==> src/rtl/cla_seq_ctrl_if.sv <==
// Operand request / result handshake bundle between a source and the CLA sequencer.
// The source holds the master modport and the sequencer holds the slave modport.
interface cla_seq_ctrl_if #(
  parameter int unsigned WIDTH = 16
);
  logic             in_valid;
  logic             in_ready;
  logic [WIDTH-1:0] in_a;
  logic [WIDTH-1:0] in_b;
  logic             in_cin;
  logic             out_valid;
  logic             out_ready;
  logic [WIDTH-1:0] out_sum;
  logic             out_cout;

  modport master (
    output in_valid,
    output in_a,
    output in_b,
    output in_cin,
    output out_ready,
    input  in_ready,
    input  out_valid,
    input  out_sum,
    input  out_cout
  );

  modport slave (
    input  in_valid,
    input  in_a,
    input  in_b,
    input  in_cin,
    input  out_ready,
    output in_ready,
    output out_valid,
    output out_sum,
    output out_cout
  );
endinterface

==> src/rtl/cla_seq_ctrl.sv <==
// Multi-cycle WIDTH-bit adder sequencer.
// It drives one external 4-bit CLA slice, one nibble per cycle, LSB first.
module cla_seq_ctrl #(
  parameter int unsigned WIDTH = 16
) (
  input  logic                 clk,
  input  logic                 rst_n,
  input  logic                 ena,
  cla_seq_ctrl_if.slave        bus,
  output logic                 busy,
  output logic [3:0]           slc_a,
  output logic [3:0]           slc_b,
  output logic                 slc_cin,
  input  logic [3:0]           slc_sum,
  input  logic                 slc_cout
);

  localparam int unsigned NIBBLES = WIDTH / 4;
  localparam int unsigned IdxW    = (NIBBLES > 1) ? $clog2(NIBBLES) : 1;
  localparam logic [IdxW-1:0] LastIdx = IdxW'(NIBBLES - 1);

  localparam logic [1:0] StIdle = 2'd0;
  localparam logic [1:0] StRun  = 2'd1;
  localparam logic [1:0] StDone = 2'd2;

  if (((WIDTH % 4) != 0) || (WIDTH < 4)) begin : g_width_check
    $error("cla_seq_ctrl: WIDTH must be a multiple of 4 and at least 4");
  end

  logic [1:0]       state_q;
  logic [WIDTH-1:0] opa_q;
  logic [WIDTH-1:0] opb_q;
  logic             carry_q;
  logic [IdxW-1:0]  idx_q;
  logic [WIDTH-1:0] result_q;
  logic             out_valid_q;
  logic [WIDTH-1:0] out_sum_q;
  logic             out_cout_q;

  logic [WIDTH-1:0] result_d;
  logic             accept;

  // Current result with the active nibble replaced by the slice output.
  always_comb begin
    result_d = result_q;
    result_d[{idx_q, 2'b00} +: 4] = slc_sum;
  end

  always_comb begin
    slc_a   = 4'h0;
    slc_b   = 4'h0;
    slc_cin = 1'b0;
    if (state_q == StRun) begin
      slc_a   = opa_q[{idx_q, 2'b00} +: 4];
      slc_b   = opb_q[{idx_q, 2'b00} +: 4];
      slc_cin = carry_q;
    end
  end

  always_comb begin
    bus.in_ready = ena && (state_q == StIdle);
    accept       = bus.in_ready && bus.in_valid;
    busy         = (state_q == StRun) || (state_q == StDone);
  end

  assign bus.out_valid = out_valid_q;
  assign bus.out_sum   = out_sum_q;
  assign bus.out_cout  = out_cout_q;

  always_ff @(posedge clk or negedge rst_n) begin
    if (!rst_n) begin
      state_q     <= StIdle;
      opa_q       <= '0;
      opb_q       <= '0;
      carry_q     <= 1'b0;
      idx_q       <= '0;
      result_q    <= '0;
      out_valid_q <= 1'b0;
      out_sum_q   <= '0;
      out_cout_q  <= 1'b0;
    end else if (ena) begin
      case (state_q)
        StIdle: begin
          if (accept) begin
            opa_q    <= bus.in_a;
            opb_q    <= bus.in_b;
            carry_q  <= bus.in_cin;
            idx_q    <= '0;
            result_q <= '0;
            state_q  <= StRun;
          end
        end
        StRun: begin
          result_q <= result_d;
          carry_q  <= slc_cout;
          if (idx_q == LastIdx) begin
            // idx stays put on the last nibble so it never leaves 0..NIBBLES-1.
            state_q     <= StDone;
            out_valid_q <= 1'b1;
            out_sum_q   <= result_d;
            out_cout_q  <= slc_cout;
          end else begin
            idx_q <= idx_q + 1'b1;
          end
        end
        StDone: begin
          if (bus.out_ready) begin
            out_valid_q <= 1'b0;
            state_q     <= StIdle;
          end
        end
        default: state_q <= StIdle;
      endcase
    end
  end

endmodule
==> src/flat_wrapper.sv <==
// flat-port wrapper written by rule: the top's interface ports become plain ports
module cla_seq_ctrl_flat 
#(
  parameter int unsigned WIDTH = 16
)
  (clk, rst_n, ena, busy, slc_a, slc_b, slc_cin, slc_sum, slc_cout, bus_in_valid, bus_in_a, bus_in_b, bus_in_cin, bus_out_ready, bus_in_ready, bus_out_valid, bus_out_sum, bus_out_cout);
  cla_seq_ctrl_if #(.WIDTH(WIDTH)) bus_i ();
  input  logic clk;
  input  logic rst_n;
  input  logic ena;
  output logic busy;
  output logic [3:0] slc_a;
  output logic [3:0] slc_b;
  output logic slc_cin;
  input  logic [3:0] slc_sum;
  input  logic slc_cout;
  input wire logic [$bits(bus_i.in_valid)-1:0] bus_in_valid;
  input wire logic [$bits(bus_i.in_a)-1:0] bus_in_a;
  input wire logic [$bits(bus_i.in_b)-1:0] bus_in_b;
  input wire logic [$bits(bus_i.in_cin)-1:0] bus_in_cin;
  input wire logic [$bits(bus_i.out_ready)-1:0] bus_out_ready;
  output wire logic [$bits(bus_i.in_ready)-1:0] bus_in_ready;
  output wire logic [$bits(bus_i.out_valid)-1:0] bus_out_valid;
  output wire logic [$bits(bus_i.out_sum)-1:0] bus_out_sum;
  output wire logic [$bits(bus_i.out_cout)-1:0] bus_out_cout;
  assign bus_i.in_valid = bus_in_valid;
  assign bus_i.in_a = bus_in_a;
  assign bus_i.in_b = bus_in_b;
  assign bus_i.in_cin = bus_in_cin;
  assign bus_i.out_ready = bus_out_ready;
  assign bus_in_ready = bus_i.in_ready;
  assign bus_out_valid = bus_i.out_valid;
  assign bus_out_sum = bus_i.out_sum;
  assign bus_out_cout = bus_i.out_cout;
  cla_seq_ctrl #(.WIDTH(WIDTH)) u_core (.clk(clk), .rst_n(rst_n), .ena(ena), .bus(bus_i), .busy(busy), .slc_a(slc_a), .slc_b(slc_b), .slc_cin(slc_cin), .slc_sum(slc_sum), .slc_cout(slc_cout));
endmodule
==> config.mk <==
export PLATFORM = sky130hd
export DESIGN_NAME = cla_seq_ctrl_flat
export DESIGN_NICKNAME = d
export VERILOG_FILES = /design/src/rtl/cla_seq_ctrl_if.sv /design/src/rtl/cla_seq_ctrl.sv /design/src/flat_wrapper.sv
export SDC_FILE = /design/constraint.sdc
export NUM_CORES = 1
export LEC_CHECK = 0
export CAP_MARGIN = 40
export CELL_PAD_IN_SITES_DETAIL_PLACEMENT = 0
export CELL_PAD_IN_SITES_GLOBAL_PLACEMENT = 1
export CORE_MARGIN = 1
export CORE_UTILIZATION = 45
export DETAILED_ROUTE_END_ITERATION = 16
export PLACE_DENSITY = 0.85
export SETUP_SLACK_MARGIN = 0.1
export SYNTH_ARGS = -nofsm -noshare
export SYNTH_HDL_FRONTEND = slang
export SYNTH_SLANG_ARGS = --single-unit
==> constraint.sdc <==
create_clock -name clk -period 5.55 [get_ports clk]
set_input_delay 1.11 -clock clk [delete_from_list [all_inputs] [get_ports clk]]
set_output_delay 1.11 -clock clk [all_outputs]
set_load 0.01 [all_outputs]
; Yosys cells after proc, flatten, opt, wreduce, memory -nomap -nowiden
; Cells that the tools add are included.
[classes]
n_addsub = 2
mux = 18
n_reduce_logical = 12
eq_ne = 7
n_shift = 4
[op_table]
columns = operator, count
row1 = 16-bit case mux with 2 select lines, 1
row2 = 16-bit by 5-bit variable part select with 4-bit output, 2
row3 = 16-bit bitwise mux, 1
row4 = 16-bit two-way mux, 1
row5 = 4-bit by 6-bit variable shift with 16-bit output (first input constant), 1
row6 = 4-bit by 6-bit variable part select with 16-bit output, 1
row7 = 4-bit AND reduction, 3
row8 = 2-bit two-way mux, 5
row9 = 3-bit AND reduction, 3
row10 = 4-bit two-way mux, 2
row11 = 2-bit != test (second input constant), 3
row12 = 4-bit negation with 6-bit output, 1
row13 = 2-bit case mux with 3 select lines, 1
row14 = 2-bit equality test (second input constant), 2
row15 = 1-bit two-way mux, 4
row16 = 1-bit case mux with 2 select lines, 2
row17 = 2-bit case mux with 2 select lines, 1
row18 = 2-bit nonzero test, 2
row19 = 2-bit by 1-bit adder with 2-bit output (second input constant), 1
row20 = 2-bit by 1-bit equality test with 1-bit output (second input constant), 1
row21 = 1-bit logical AND, 2
row22 = 2-bit logical NOT, 1
row23 = 2-bit by 1-bit != test with 1-bit output (second input constant), 1
row24 = 1-bit logical OR, 1
[word_totals]
input_bits = 43
register_bits = 71
output_inout_bits = 29

; Longest topological paths before layout
; Gate-level depths: netlist (run 1).
[logic_depth]
word_depth = 5
mapped_depth = 8

; Worst setup path after synthesis (run 1)
; No wires, ideal clock.
[synth_path]
kind = register to output
from = register u_core.idx_q[0]
to = output slc_a[0]
t_arrival_ns = 1.333
path_buffers = 2
setup_slack_ns = 3.107
path_stages_with_launch = 5
t_required_ns = 4.440
path_cell_list = dfrtp_1 > buf_6 > buf_6 > mux4_2 > and2_1
[synth_between]
elab_chain_cells = 2
[synth_rtl]
columns = item, line
row1 = from (decl), cla_seq_ctrl.sv:34  ; logic [IdxW-1:0] idx_q;
row2 = from (signal assigned), cla_seq_ctrl.sv:103  ; idx_q <= idx_q + 1'b1;
row3 = 16-bit by 5-bit variable part select with 4-bit output, cla_seq_ctrl.sv:54  ; slc_a = opa_q[{idx_q, 2'b00} +: 4];
row4 = 4-bit two-way mux, cla_seq_ctrl.sv:53  ; if (state_q == StRun) begin
row5 = to (decl), flat_wrapper.sv:12  ; output logic [3:0] slc_a;
; No other way between the ends.

; Worst setup path in the final report (run 1)
[layout_path]
from = input ena
to = output bus_in_ready
[layout_between]
elab_chain_cells = 1
[layout_rtl]
columns = item, line
row1 = from (decl), flat_wrapper.sv:10  ; input logic ena;
row2 = 1-bit logical AND, cla_seq_ctrl.sv:61  ; bus.in_ready = ena && (state_q == StIdle);
row3 = to (decl), flat_wrapper.sv:22  ; output wire logic [$bits(bus_i.in_ready)-1:0] bus_in_ready;
; No other way between the ends.

==> results of run 1 <==
[cell families (layout without fill, tap and decap cells)]
logic type / after synthesis / in the layout / share of synthesized area
flip-flops: 71 / 71 / 0.498
AO/OA/AOI/OAI: 53 / 53 / 0.113
AND/OR/NAND/NOR: 61 / 61 / 0.103
multiplexers: 47 / 47 / 0.204
adder cells (fa/ha/maj): 10 / 10 / 0.0350
buffers and inverters: 29 / 100 / 0.0477
[worst min path at each step]
stage | depth (start not counted) | start | end | slack (ns)
6_report | 1 | u_core.result_q[15]$_DFFE_PN0P_ | u_core.result_q[15]$_DFFE_PN0P_ | 0.49
5_1_grt | 1 | u_core.result_q[15]$_DFFE_PN0P_ | u_core.result_q[15]$_DFFE_PN0P_ | 0.50
4_1_cts | 1 | u_core.result_q[15]$_DFFE_PN0P_ | u_core.result_q[15]$_DFFE_PN0P_ | 0.49
3_5_place_dp | 1 | u_core.result_q[7]$_DFFE_PN0P_ | u_core.result_q[7]$_DFFE_PN0P_ | 0.47
3_3_place_gp | 1 | u_core.result_q[15]$_DFFE_PN0P_ | u_core.result_q[15]$_DFFE_PN0P_ | 0.47
2_1_floorplan | 1 | u_core.result_q[15]$_DFFE_PN0P_ | u_core.result_q[15]$_DFFE_PN0P_ | 0.45
[state kept, by name, summed over array words and instances, names as in the netlist]
register              cells
u_core.carry_q            1
u_core.idx_q              2
u_core.opb_q             16
u_core.bus.out_sum       16
u_core.bus.out_valid      1
u_core.opa_q             16
u_core.bus.out_cout       1
u_core.result_q          16
u_core.state_q            2
[per-stage QoR]
step                      hold WS, ns  power (µW)  std cells
after floorplan                 0.449        1430        271
after global placement          0.466        1680        425
after detailed placement        0.473        1720        428
after CTS                       0.492        2140        444
after global routing            0.504        2240        444
final                           0.487        2120        444
[critical path: stages]
cell             delay (ns)
clkdlybuf4s50_1        0.78
and2_4                 0.25
clkdlybuf4s50_1        0.54
[per-layer routing]
layer  part of all wire  up-vias  track usage
li1                   -     1129            -
met1               0.46     1208        0.251
met2               0.48       64        0.288
met3              0.033       13       0.0293
met4              0.026        0       0.0913
met5                  0        -            0
[layout make-up]
| class | count | area, µm² |
|---|---|---|
| Clock buffer | 9 | 124 |
| Clock inverter | 7 | 72.6 |
| Fill cell | 637 | 3150 |
| Inverter | 9 | 33.8 |
| Multi-Input combinational cell | 171 | 1620 |
| Sequential cell | 71 | 1780 |
| Tap cell | 102 | 128 |
| Timing Repair Buffer | 75 | 779 |
[power groups by stage]
stage / Combinational [µW] / Sequential [µW] / Clock [µW]
after detailed placement: 883 / 836 / 0
after CTS: 890 / 827 / 421
after floorplan: 628 / 797 / 0
after global routing: 949 / 852 / 442
final: 881 / 825 / 414
after global placement: 858 / 824 / 0
[Yosys cell counts (5+ instances only)]
cell      instances  area (µm²)
and2_1           12        75.1
nor2b_1           6        37.5
buf_2             7        35.0
mux2_4           30         450
nand2b_1          6        37.5
clkbuf_1          6        22.5
dfrtp_1          71        1780
buf_6             7        78.8
a21oi_1          13        65.1
a32o_1           15         150
nor2_1           17        63.8
inv_1             8        30.0
mux4_2            8         180
nand3_1           6        30.0
a31oi_1           9        56.3
ha_1             10         125
mux2_2            5        56.3
[cells in the final DEF (no fill, tap or decap), types with 8 or more instances in the layout]
cell,netlist,final
a32o_1,15,15
inv_1,8,8
nor2_1,17,17
a21oi_1,13,13
and2_1,12,12
clkdlybuf4s50_1,0,70
ha_1,10,10
dfrtp_1,71,71
clkbuf_8,0,9
mux2_4,30,30
mux4_2,8,8
a31oi_1,9,9
==> results.sh, run 1 <==
export IMPL_place_hpwl_mm=5.09
export IMPL_clk_pin_slew_worst_paths_ns=0.07
export IMPL_synth_nets=324
export IMPL_max_freq_ghz=0.264
export IMPL_cts_buffers=9
export IMPL_power_share_switching=0.320
export IMPL_peakVddDrop_uv=240
export IMPL_overflow=0
export IMPL_cts_root_buf="clkbuf_8"
export IMPL_grt_max_degree=51
export IMPL_r2r_slack_ns=2.94
export IMPL_drc_errors=0
export IMPL_track_usage=0.184
export IMPL_fin_crit_ns=3.79
export IMPL_drt_pass1_iter_count=6
export IMPL_crit_path_start="ena"
export IMPL_dpl_instance_area_um2=4340
export IMPL_power_density_nw_per_um2=467
export IMPL_first_iter_violations=88
export IMPL_antenna_found_initial=0
export IMPL_ant_nets=0
export IMPL_p_comb_frac=0.415
export IMPL_sequentialPowerShare=0.389
export IMPL_ff2ff_path_depth=6
export IMPL_arrival_ns=2.68
export IMPL_internal_power_uw=1440
export IMPL_diodes=0
export IMPL_yosys_warnings=0
export IMPL_dr_total_vias=2414
export IMPL_pre_cts_ws_ns=1.77
export IMPL_post_cts_resized=0
export IMPL_pwr_share_clk=0.195
export IMPL_fin_setup_tns_ns=0
export IMPL_routabilityCongestion=0.738
export IMPL_r2r_start="u_core.idx_q[0]$_DFFE_PN0P_"
export IMPL_hold_path_class="reg -> reg"
export IMPL_cp_start_kind="input port"
export IMPL_r2r_end="u_core.bus.out_sum[1]$_DFFE_PN0P_"
export IMPL_worst_slew_pin_slew_ns=0.873
export IMPL_skew_ns=0.0109
export IMPL_cp_data_required_time_ns=4.44
export IMPL_ys_seq_elements=71
export IMPL_clk_latency_ns=0.34
export IMPL_cp_max_fo=16
export IMPL_wl_mm=7.29
export IMPL_drt_vias_per_instance=5.44
export IMPL_wl_per_cell_um=16.4
export IMPL_rows=32
export IMPL_fin_area_um2=4540
export IMPL_max_cap_violations=0
export IMPL_first_global_vias=2403
export IMPL_crit_type="in -> out"
export IMPL_status="complete, no violations"
export IMPL_nNetsFinal=390
export IMPL_syn_area_per_cell_um2=13.2
export IMPL_syn_area_um2=3570
export IMPL_post_cts_buffers=0
export IMPL_initial_core_util=0.465
export IMPL_setup_slack_ns=1.76
export IMPL_async_flop_share=1.00
export IMPL_die_h_um=91.1
export IMPL_setup_viol_count_final=0
export IMPL_final_hold_viol_count=0
export IMPL_syn_to_final_growth_pct=27.1
export IMPL_end_kind="output port"
export IMPL_slew_violations=0
export IMPL_postSynthCellCount=271
export IMPL_leakage_uw=0.00200
export IMPL_chipWidth_um=91.1
export IMPL_yosys_most_used_dff="dfrtp_1"
export IMPL_drive_gt1_frac=0.208
export IMPL_synth_cell_types=35
export IMPL_ctsHoldBuffers=0
export IMPL_clockBufferDepth=2
export IMPL_synth_edff_count=0
export IMPL_clock_sinks=71
export IMPL_post_route_util=0.590
export IMPL_power_switching_uw=678
export IMPL_synth_seq_area_share=0.498
export IMPL_maxSlewHeadroom=0.418
export IMPL_dieArea_um2=8300
export IMPL_fin_crit_sh=0.683
export IMPL_cts_max_level=3
export IMPL_portBuffers=71
export IMPL_coreArea_um2=7690
export IMPL_ios=72
export IMPL_crit_end="bus_in_ready"
export IMPL_grt_pass1_wl_mm=12.0
export IMPL_cts_tree="yes"
export IMPL_rsz0062_at_grt="no"
(Power assumes the default switching activity.)
==> run 2, diff against run 1 <==
Settings changed: CORE_UTILIZATION 45 to 41, PLACE_DENSITY 0.85 to 0.78.
Clock period 5.55 ns to 3.56 ns, I/O delays scaled along.
==> run 2 against run 1 <==
Compared with the run above: first-iteration DRC count grew 10%; critical path depth did not move; clock-buffer cell count rose by 1; via count is 0.37% lower; final cell count up 0.68%; design area decreased by 0.88%; sequential share of layout area rose by 0.35 points; worst hold slack worse by 0.035 ns; combinational power rose by 56%; non-clock buffer count is the same; highest routed layer unchanged.
==> results.sh, run 2 (synthesis results as in run 1) <==
export IMPL_mostFrequentLayoutCell="dfrtp_1"
export IMPL_drive_gt1_frac=0.208
export IMPL_track_usage=0.184
export IMPL_setup_viol_count_final=0
export IMPL_portBuffers=71
export IMPL_p_comb_frac=0.420
export IMPL_ctsHoldBuffers=0
export IMPL_grt_pass1_wl_mm=12.6
export IMPL_ant_nets=0
export IMPL_fin_crit_ns=3.18
export IMPL_grt_max_degree=39
export IMPL_slew_violations=0
export IMPL_worst_slew_pin_slew_ns=0.811
export IMPL_drt_vias_per_instance=5.38
export IMPL_first_global_vias=2491
export IMPL_ios=72
export IMPL_power_density_nw_per_um2=724
export IMPL_pwr_share_clk=0.183
export IMPL_post_cts_resized=0
export IMPL_status="complete, no violations"
export IMPL_cp_data_required_time_ns=2.85
export IMPL_setup_slack_ns=0.379
export IMPL_die_h_um=95.3
export IMPL_crit_end="slc_b[2]"
export IMPL_place_hpwl_mm=5.07
export IMPL_cp_max_fo=19
export IMPL_hold_path_class="in -> async"
export IMPL_fillCellCount=738
export IMPL_pre_cts_ws_ns=0.731
export IMPL_cts_max_level=3
export IMPL_leakage_uw=0.00198
export IMPL_wl_mm=7.33
export IMPL_antenna_found_initial=0
export IMPL_power_switching_uw=1060
export IMPL_fin_setup_tns_ns=0
export IMPL_syn_to_final_growth_pct=26.0
export IMPL_cp_start_kind="flop"
export IMPL_ff2ff_path_depth=5
export IMPL_chipWidth_um=95.3
export IMPL_cts_tree="yes"
export IMPL_drc_errors=0
export IMPL_initial_core_util=0.428
export IMPL_regArea_um2=1780
export IMPL_sequentialPowerShare=0.397
export IMPL_dr_total_vias=2405
export IMPL_arrival_ns=2.47
export IMPL_routabilityCongestion=0.757
export IMPL_rows=33
export IMPL_drt_pass1_iter_count=4
export IMPL_fin_crit_sh=0.894
export IMPL_max_freq_ghz=0.314
export IMPL_maxSlewHeadroom=0.459
export IMPL_cts_buffers=9
export IMPL_post_route_util=0.539
export IMPL_wl_per_cell_um=16.4
export IMPL_r2r_start="u_core.idx_q[0]$_DFFE_PN0P_"
export IMPL_power_share_switching=0.326
export IMPL_rsz0062_at_grt="no"
export IMPL_nNetsFinal=390
export IMPL_peakVddDrop_uv=373
export IMPL_clock_sinks=71
export IMPL_clk_latency_ns=0.35
export IMPL_clockBufferDepth=2
export IMPL_first_iter_violations=97
export IMPL_diodes=0
export IMPL_crit_type="reg -> out"
export IMPL_crit_path_start="u_core.idx_q[0]$_DFFE_PN0P_"
export IMPL_r2r_end="u_core.result_q[9]$_DFFE_PN0P_"
export IMPL_fin_hold_ws_ns=0.452
export IMPL_clk_pin_slew_worst_paths_ns=0.08
export IMPL_internal_power_uw=2190
export IMPL_max_cap_violations=0
export IMPL_post_cts_buffers=0
export IMPL_multiInputGateArea_um2=1620
export IMPL_coreArea_um2=8340
export IMPL_r2r_slack_ns=1.17
export IMPL_cts_root_buf="clkbuf_8"
export IMPL_layout_common_cells="71 x dfrtp_1, 70 x clkdlybuf4s50_1, 30 x mux2_4, 17 x nor2_1, 15 x a32o_1"
export IMPL_dieArea_um2=9090
export IMPL_final_hold_viol_count=0
export IMPL_overflow=0
export IMPL_end_kind="output port"
export IMPL_skew_ns=0.00653
-- run 2: through the flow --
stage / instances / total power, µW / cell area, µm²
5_1_grt: 447 / 3490 / 4500
3_3_place_gp: 431 / 2650 / 4310
6_report: 447 / 3260 / 4500
4_1_cts: 447 / 3280 / 4500
2_1_floorplan: 271 / 2220 / 3570
3_5_place_dp: 431 / 2680 / 4310
-- run 2: power by group through the flow --
stage	combinational [µW]	clock [µW]	sequential, µW
floorplan	979	0	1240
detailed placement	1370	0	1310
CTS	1380	610	1290
global placement	1350	0	1300
finish	1370	594	1290
global route	1510	648	1330
-- run 2: worst min path at each step --
stage / endpoint / slack, ns
3_3_place_gp: u_core.result_q[15]$_DFFE_PN0P_ / 0.47
4_1_cts: u_core.result_q[15]$_DFFE_PN0P_ / 0.47
2_1_floorplan: u_core.bus.out_cout$_DFFE_PN0P_ / 0.42
6_report: u_core.result_q[15]$_DFFE_PN0P_ / 0.45
5_1_grt: u_core.opb_q[9]$_DFFE_PN0P_ / 0.51
3_5_place_dp: u_core.result_q[15]$_DFFE_PN0P_ / 0.47
-- run 2: layout make-up --
cell class | instances | share of cell area
clock inverters | 6 | 0.0103
well taps | 105 | 0.0292
clock buffers | 10 | 0.0306
flip-flops and latches | 71 | 0.395
repair buffers | 75 | 0.166
multi-input cells | 171 | 0.361
inverters | 9 | 0.00751
-- run 2: metal layers --
metal  share of wire  wire [µm]  GRT usage  vias to the layer above
li1                -          -          -                     1131
met1            0.48       3550      0.258                     1214
met4           0.014        104     0.0720                        0
met5               0          0          0                        -
met3           0.033        239     0.0399                        7
met2            0.47       3440      0.279                       53
-- run 2: critical path: stages, from the launching register on --
cell	delay (ns)
dfrtp_1	0.87
mux4_2	0.59
and2_1	0.16
clkdlybuf4s50_1	0.49
==> run 3, diff against run 2 <==
Settings changed: PLACE_DENSITY 0.78 to 0.82.
==> run 3 against run 2 <==
Compared with the run above: clock skew shrank 0.0011 ns; clock-buffer cell count grew 1; sequential power is essentially flat; utilization is essentially flat; critical path type unchanged; global-route usage shrank 0.75 points; design area is essentially flat.
==> results.sh, run 3 (synthesis results as in run 1) <==
export IMPL_status="complete, no violations"
export IMPL_cp_start_kind="flop"
export IMPL_critical_path_max_stage_delay_ns=0.88
export IMPL_wl_mm=7.32
export IMPL_max_cap_violations=0
export IMPL_nNetsFinal=391
export IMPL_power_share_switching=0.315
export IMPL_met1_usage=0.235
export IMPL_dieArea_um2=9090
export IMPL_arrival_ns=2.47
export IMPL_pwr_share_clk=0.184
export IMPL_rows=33
export IMPL_p_comb_frac=0.420
export IMPL_power_density_nw_per_um2=726
export IMPL_die_h_um=95.3
export IMPL_crit_slowest_cell="dfrtp_1"
export IMPL_diodes=0
export IMPL_grt_max_degree=43
export IMPL_crit_type="reg -> out"
export IMPL_hold_path_class="in -> async"
export IMPL_clock_sinks=71
export IMPL_ios=72
export IMPL_cp_num_buf_inv=1
export IMPL_track_usage=0.177
export IMPL_place_hpwl_mm=5.17
export IMPL_overflow=0
export IMPL_wl_per_cell_um=16.4
export IMPL_path_cells="mux4_2 -> and2_1 -> clkdlybuf4s50_1"
export IMPL_fillCellCount=707
export IMPL_end_kind="output port"
export IMPL_grtUsageMet2=0.280
export IMPL_dpl_instance_area_um2=4320
export IMPL_fin_setup_tns_ns=0
export IMPL_maxSlewHeadroom=0.453
export IMPL_leakage_uw=0.00199
export IMPL_cts_root_buf="clkbuf_8"
export IMPL_first_iter_violations=75
export IMPL_dr_total_vias=2388
export IMPL_antenna_found_initial=0
export IMPL_layout_common_cells="71 x dfrtp_1, 70 x clkdlybuf4s50_1, 30 x mux2_4, 17 x nor2_1, 15 x a32o_1"
export IMPL_post_cts_buffers=0
export IMPL_fin_crit_ns=3.18
export IMPL_rsz0062_at_grt="no"
export IMPL_internal_power_uw=2240
export IMPL_post_route_util=0.540
export IMPL_cts_tree="yes"
export IMPL_fin_area_um2=4500
export IMPL_coreArea_um2=8340
export IMPL_worst_slew_pin_slew_ns=0.820
export IMPL_grt_pass1_wl_mm=12.1
export IMPL_drt_vias_per_instance=5.34
export IMPL_post_cts_resized=0
export IMPL_syn_to_final_growth_pct=26.0
export IMPL_chipWidth_um=95.3
export IMPL_setup_slack_ns=0.383
export IMPL_grt_busiest_layer="met2"
export IMPL_cp_data_required_time_ns=2.85
export IMPL_cp_max_fo=19
export IMPL_crit_family="flip-flops"
export IMPL_first_global_vias=2406
export IMPL_drc_errors=0
export IMPL_ant_nets=0
export IMPL_drive_gt1_frac=0.202
export IMPL_initial_core_util=0.428
export IMPL_pre_cts_ws_ns=0.708
export IMPL_routabilityCongestion=0.748
export IMPL_cts_buffers=9
export IMPL_slew_violations=0
export IMPL_use_met3=0.0327
export IMPL_skew_ns=0.00541
export IMPL_power_switching_uw=1030
export IMPL_sequentialPowerShare=0.395
export IMPL_fin_crit_sh=0.892
export IMPL_drt_pass1_iter_count=4
export IMPL_setup_viol_count_final=0
export IMPL_cts_max_level=3
export IMPL_mostFrequentLayoutCell="dfrtp_1"
export IMPL_clk_pin_slew_worst_paths_ns=0.07
export IMPL_multiInputGateArea_um2=1620
export IMPL_ctsHoldBuffers=0
export IMPL_regArea_um2=1780
export IMPL_clk_latency_ns=0.34
export IMPL_clockBufferDepth=2
export IMPL_final_hold_viol_count=0
export IMPL_max_freq_ghz=0.315
export IMPL_portBuffers=71
export IMPL_peakVddDrop_uv=289
[run 3: worst paths after layout]
kind | from | endpoint | slack (ns) | cells past startpoint
setup / recovery | u_core.idx_q[0]$_DFFE_PN0P_ | slc_a[3] | 0.38 | 3
hold / removal | rst_n | u_core.opa_q[6]$_DFFE_PN0P_ | 0.38 | 2
setup reg to reg | u_core.idx_q[0]$_DFFE_PN0P_ | u_core.bus.out_sum[1]$_DFFE_PN0P_ | 1.16 | 6
hold reg to reg | u_core.result_q[15]$_DFFE_PN0P_ | u_core.result_q[15]$_DFFE_PN0P_ | 0.49 | 1
max in group asynchronous | rst_n | u_core.bus.out_sum[12]$_DFFE_PN0P_ | 2.62 | 3
min in group clk | u_core.result_q[15]$_DFFE_PN0P_ | u_core.result_q[15]$_DFFE_PN0P_ | 0.49 | 1
[run 3: layer usage]
| metal | up-vias | share of wire |
|---|---|---|
| li1 | 1130 | - |
| met5 | - | 0 |
| met3 | 15 | 0.037 |
| met1 | 1190 | 0.46 |
| met2 | 53 | 0.49 |
| met4 | 0 | 0.018 |
[run 3: final cells by class]
class | instances | area share
sequential | 71 | 0.395
multi-input combinational | 171 | 0.361
timing repair buffer | 76 | 0.168
clock buffer | 11 | 0.0292
tap | 105 | 0.0292
clock inverter | 4 | 0.0106
inverter | 9 | 0.00751
[run 3: power by group through the flow]
stage | registers (µW) | clock network (µW) | logic (µW)
final | 1290 | 602 | 1370
after global routing | 1340 | 649 | 1490
after CTS | 1300 | 620 | 1390
after detailed placement | 1300 | 0 | 1380
after global placement | 1290 | 0 | 1350
after floorplan | 1240 | 0 | 979
[run 3: stage by stage]
step	power, µW	hold slack, ns	std cells
6_report	3270	0.383	447
5_1_grt	3480	0.412	447
4_1_cts	3300	0.383	447
3_5_place_dp	2690	0.472	432
3_3_place_gp	2640	0.465	431
2_1_floorplan	2220	0.416	271
